`src/rtl/mdr_ctrl.sv`:
```
// Memory data register: single-cycle bus load or req/ack memory read with lane
// extraction, sign/zero extension, misalignment check and wait-state timeout.
module mdr_ctrl #(
    parameter int               WIDTH     = 32,
    parameter logic [WIDTH-1:0] RESET_VAL = '0,
    parameter int               TIMEOUT   = 15
) (
    input  logic                         clk,
    input  logic                         clr,
    input  logic                         enable,
    input  logic                         read,
    input  logic [WIDTH-1:0]             BusMuxOut,
    input  logic [1:0]                   size,
    input  logic                         sign_ext,
    input  logic [$clog2(WIDTH/8)-1:0]   addr_lo,
    input  logic [WIDTH-1:0]             Mdatain,
    input  logic                         mem_ack,
    output logic                         mem_req,
    output logic [WIDTH-1:0]             MDRout,
    output logic                         busy,
    output logic                         done,
    output logic                         err
);

    localparam int         AW       = $clog2(WIDTH/8);
    localparam logic [0:0] S_IDLE   = 1'b0;
    localparam logic [0:0] S_WAIT   = 1'b1;
    localparam logic [7:0] CNT_LAST = 8'(TIMEOUT - 1);

    logic [0:0]       state_q, state_d;
    logic [7:0]       cnt_q, cnt_d;
    logic [WIDTH-1:0] mdr_q, mdr_d;
    logic             done_q, done_d;
    logic             err_q, err_d;
    logic [1:0]       size_q, size_d;
    logic             sext_q, sext_d;
    logic [AW-1:0]    addr_q, addr_d;

    // Narrow lanes are right-justified, then filled with their MSB or zeros.
    function automatic logic [WIDTH-1:0] extract(input logic [WIDTH-1:0] d,
                                                 input logic [1:0]       sz,
                                                 input logic             se,
                                                 input logic [AW-1:0]    a);
        logic [7:0]  b;
        logic [15:0] h;
        b = d[8*a +: 8];
        h = d[16*(a >> 1) +: 16];
        case (sz)
            2'b00:   return {{(WIDTH-8){se & b[7]}}, b};
            2'b01:   return {{(WIDTH-16){se & h[15]}}, h};
            default: return d;
        endcase
    endfunction

    function automatic logic misaligned(input logic [1:0] sz, input logic [AW-1:0] a);
        case (sz)
            2'b00:   return 1'b0;
            2'b01:   return a[0];
            default: return |a;
        endcase
    endfunction

    always_comb begin
        state_d = state_q;
        cnt_d   = cnt_q;
        mdr_d   = mdr_q;
        done_d  = 1'b0;
        err_d   = err_q;
        size_d  = size_q;
        sext_d  = sext_q;
        addr_d  = addr_q;
        case (state_q)
            S_IDLE: begin
                if (enable) begin
                    if (!read) begin
                        mdr_d = BusMuxOut;
                    end else begin
                        size_d = size;
                        sext_d = sign_ext;
                        addr_d = addr_lo;
                        if (misaligned(size, addr_lo)) begin
                            err_d = 1'b1;
                        end else begin
                            err_d   = 1'b0;
                            state_d = S_WAIT;
                            cnt_d   = 8'd0;
                        end
                    end
                end
            end
            S_WAIT: begin
                if (mem_ack) begin
                    mdr_d   = extract(Mdatain, size_q, sext_q, addr_q);
                    done_d  = 1'b1;
                    state_d = S_IDLE;
                end else if (cnt_q == CNT_LAST) begin
                    err_d   = 1'b1;
                    state_d = S_IDLE;
                end else begin
                    cnt_d = cnt_q + 8'd1;
                end
            end
            default: state_d = S_IDLE;
        endcase
    end

    always_ff @(posedge clk or negedge clr) begin
        if (!clr) begin
            state_q <= S_IDLE;
            cnt_q   <= 8'd0;
            mdr_q   <= RESET_VAL;
            done_q  <= 1'b0;
            err_q   <= 1'b0;
            size_q  <= 2'b00;
            sext_q  <= 1'b0;
            addr_q  <= '0;
        end else begin
            state_q <= state_d;
            cnt_q   <= cnt_d;
            mdr_q   <= mdr_d;
            done_q  <= done_d;
            err_q   <= err_d;
            size_q  <= size_d;
            sext_q  <= sext_d;
            addr_q  <= addr_d;
        end
    end

    assign mem_req = (state_q == S_WAIT);
    assign busy    = (state_q == S_WAIT);
    assign MDRout  = mdr_q;
    assign done    = done_q;
    assign err     = err_q;

endmodule

```
`config.mk`:
```
export PLATFORM = sky130hd
export DESIGN_NAME = mdr_ctrl
export DESIGN_NICKNAME = d
export VERILOG_FILES = /design/src/rtl/mdr_ctrl.sv
export SDC_FILE = /design/constraint.sdc
export NUM_CORES = 1
export LEC_CHECK = 0
export ABC_AREA = 1
export BUFFER_PORTS_ARGS = -buffer_cell sky130_fd_sc_hd__clkbuf_2
export CORE_AREA = 2 2 82 84
export DETAILED_ROUTE_END_ITERATION = 12
export DIE_AREA = 0 0 84 86
export GPL_TIMING_DRIVEN = 1
export PLACE_DENSITY = 0.86
export SLEW_MARGIN = 20
export SYNTH_ARGS = -nofsm -noshare
export SYNTH_HDL_FRONTEND = slang
export SYNTH_SLANG_ARGS = --single-unit
```
`constraint.sdc`:
```
create_clock -name clk -period 1.9 [get_ports clk]
set_input_delay 0.38 -clock clk [delete_from_list [all_inputs] [get_ports clk]]
set_output_delay 0.38 -clock clk [all_outputs]
set_load 0.1 [all_outputs]
```
==> impl_metrics.tcl <==
set metrics [dict create \
    status "finished clean" \
    crit_family "flip-flops" \
    setup_violations 0 \
    fmax_mhz 618 \
    via_per_inst 5.39 \
    path_max_fanout 10 \
    dr.pass1.iters 5 \
    antenna_found_initial 0 \
    seqCellArea_um2 1200 \
    syn-cell-area_um2 3060 \
    setup_ws_ps 282 \
    drive_gt1_share_pct 27.2 \
    clk_path_buf_depth 2 \
    crit_path_end_kind "output port" \
    numPortBuffers 109 \
    num_antenna_cells 0 \
    grt_setup_unrepaired "no" \
    drt_iter0_drc 246 \
    grt_overflow_total 0 \
    syn_nets 515 \
    slowest_stage "dfrtp_2" \
    regToRegStartpoint "size_q[1]" \
    vias 3310 \
    whs_ps 66.1 \
    cp_cell_sequence "buf_4 -> buf_12" \
    crit_cells 2 \
    path_class "reg2out" \
    cts-htree-levels 2 \
    yosys_warnings 0 \
    cts_sinks 48 \
    place_congestion 0.859 \
    min_path_type "in2async" \
    peakVddDrop_v 0.000874 \
    die-height_um 86 \
    worst_pin_slew_ps 614 \
    clk_pin_slew_ps 90 \
    cts_tree "yes" \
    crit_buf_inv 2 \
    initial_utilization_pct 48.8 \
    finalWirelength_um 8770 \
    globalRouteTotalUtil_pct 24.5 \
    synth-seq-cells 48 \
    slew_violations 0 \
    cap_violations 0 \
    clock_skew_ps 4.98 \
    period_needed_ps 1620 \
    ant_nets 0 \
    cp.required_ps 1520 \
    drc 0 \
    rr_worst_depth 6 \
    grt_pass1_wl_um 14400 \
    clock_latency_ps 310 \
    tns_ps 0 \
    max_stage_delay_ps 490 \
    num_rows 29 \
    grt_max_degree 45 \
    finalHoldViolCount 0 \
    nFillCells 549 \
    power_density_nw_per_um2 1260 \
    avgRoutedWirePerCell_um 14.3 \
    dp_hpwl_um 6520 \
    max_slew_margin_pct 59.1 \
    die_w_um 84 \
    min_period_over_period_pct 85.2 \
    clockRootBuffer "clkbuf_8" \
    multi_input_area_um2 1640 \
    ios 110 \
    layout.nets 613 \
    coreArea_um2 6280 \
    leakage_uw 0.00204 \
    post-cts-setup-buffer-count 0 \
    synth.distinct_cells 31 \
    synthToLayoutAreaGrowth_pct 24.4 \
    post-place-ws_ps 198 \
    cts-resized-gates 0 \
    syn_area_per_cell_um2 6.97 \
    synth_seq_area_share_pct 39.2 \
    cp.arrival_ps 1240 \
    dieArea_um2 7220 \
    startpoint "busy" \
    postCtsHoldBufs 0 \
    critPathLaunchType "flip-flop" \
    synthCells 439 \
    cts_made_buffers 5 \
    first_global_vias 3035 \
]
## cell usage after synthesis (all sizes together)
cell    instances  area, um^2
a21oi          51         270
buf            16         109
clkbuf         10        37.5
clkinv          1        8.76
dfrtp          48        1200
ha              2        25.0
inv            17        68.8
mux2            1        11.3
mux2i           1        10.0
nand2         157         629
nand3          34         188
nand3b          1        11.3
nand4           3        18.8
nor2           59         238
o211ai          7        52.6
o21ai          24         124
or2             1        6.26
xnor2           2        17.5
xor2            4        35.0
## metrics by stage
step / area [um^2] / cells / util, % / total power [uW]
2_1_floorplan: 3060 / 439 / - / 3440
3_3_place_gp: 3680 / 607 / 58.6 / 3900
3_5_place_dp: 3680 / 607 / 58.6 / 3930
4_1_cts: 3810 / 614 / 60.7 / 4810
5_1_grt: 3810 / 614 / 60.7 / 5020
6_report: 3810 / 614 / 60.7 / 4800
## cells by family (layout without fill, tap and decap cells)
kind of cell | after synthesis | in the layout | share of synthesized area [%]
simple gates | 255 | 255 | 35.6
compound gates | 82 | 82 | 14.6
flops | 48 | 48 | 39.2
buf+inv | 44 | 142 | 7.32
xor+xnor | 6 | 6 | 1.72
fa+ha+maj | 2 | 2 | 0.817
mux | 2 | 2 | 0.695
## flip-flops by register name (all words and copies together), names as in the netlist
signal  cells
sext_q      1
addr_q      2
done        1
MDRout     32
err         1
busy        1
size_q      2
cnt_q       8
## path summary, 6_finish.rpt
kind	to	slack (ps)
setup / recovery	mem_req	280
hold / removal	MDRout[14]	70
setup reg to reg	MDRout[27]	280
hold reg to reg	MDRout[20]	490
max in group asynchronous	busy	1260
min in group clk	MDRout[3]	310
## power breakdown
group,switching [uW],internal (uW)
Clock,356,518
Combinational,2050,469
Sequential,160,1240
## routing by layer
metal	global-route usage, %	vias to the layer above	wire length, um
met3	3.95	19	773
met4	7.62	0	166
li1	-	1611	-
met1	32.7	1507	3590
met5	0	-	0
met2	41.2	173	4240
## cell usage in the layout, fill, tap and decap left out, types with 2 or more instances in the layout
cell type    n
dfrtp_1     47
nand2_4      5
bufinv_16    2
nor2_1      58
buf_4        6
xor2_1       4
xnor2_1      2
inv_2        3
a21oi_1     47
buf_12       4
nand3_1     32
nand2_1    151
inv_1       13
o211ai_1     7
a21oi_2      4
clkbuf_2   107
clkbuf_8     5
o21ai_0     22
ha_1         2
nand4_1      3
## area by class of cell
| cell class | count | area share, % |
|---|---|---|
| clock buffer | 5 | 1.81 |
| inverter | 18 | 2.04 |
| tap | 77 | 2.53 |
| multi-input combinational | 347 | 43.2 |
| sequential | 48 | 31.6 |
| clock inverter | 2 | 1.58 |
| timing repair buffer | 117 | 17.3 |
Note: power is estimated with default switching activity, not from simulation.
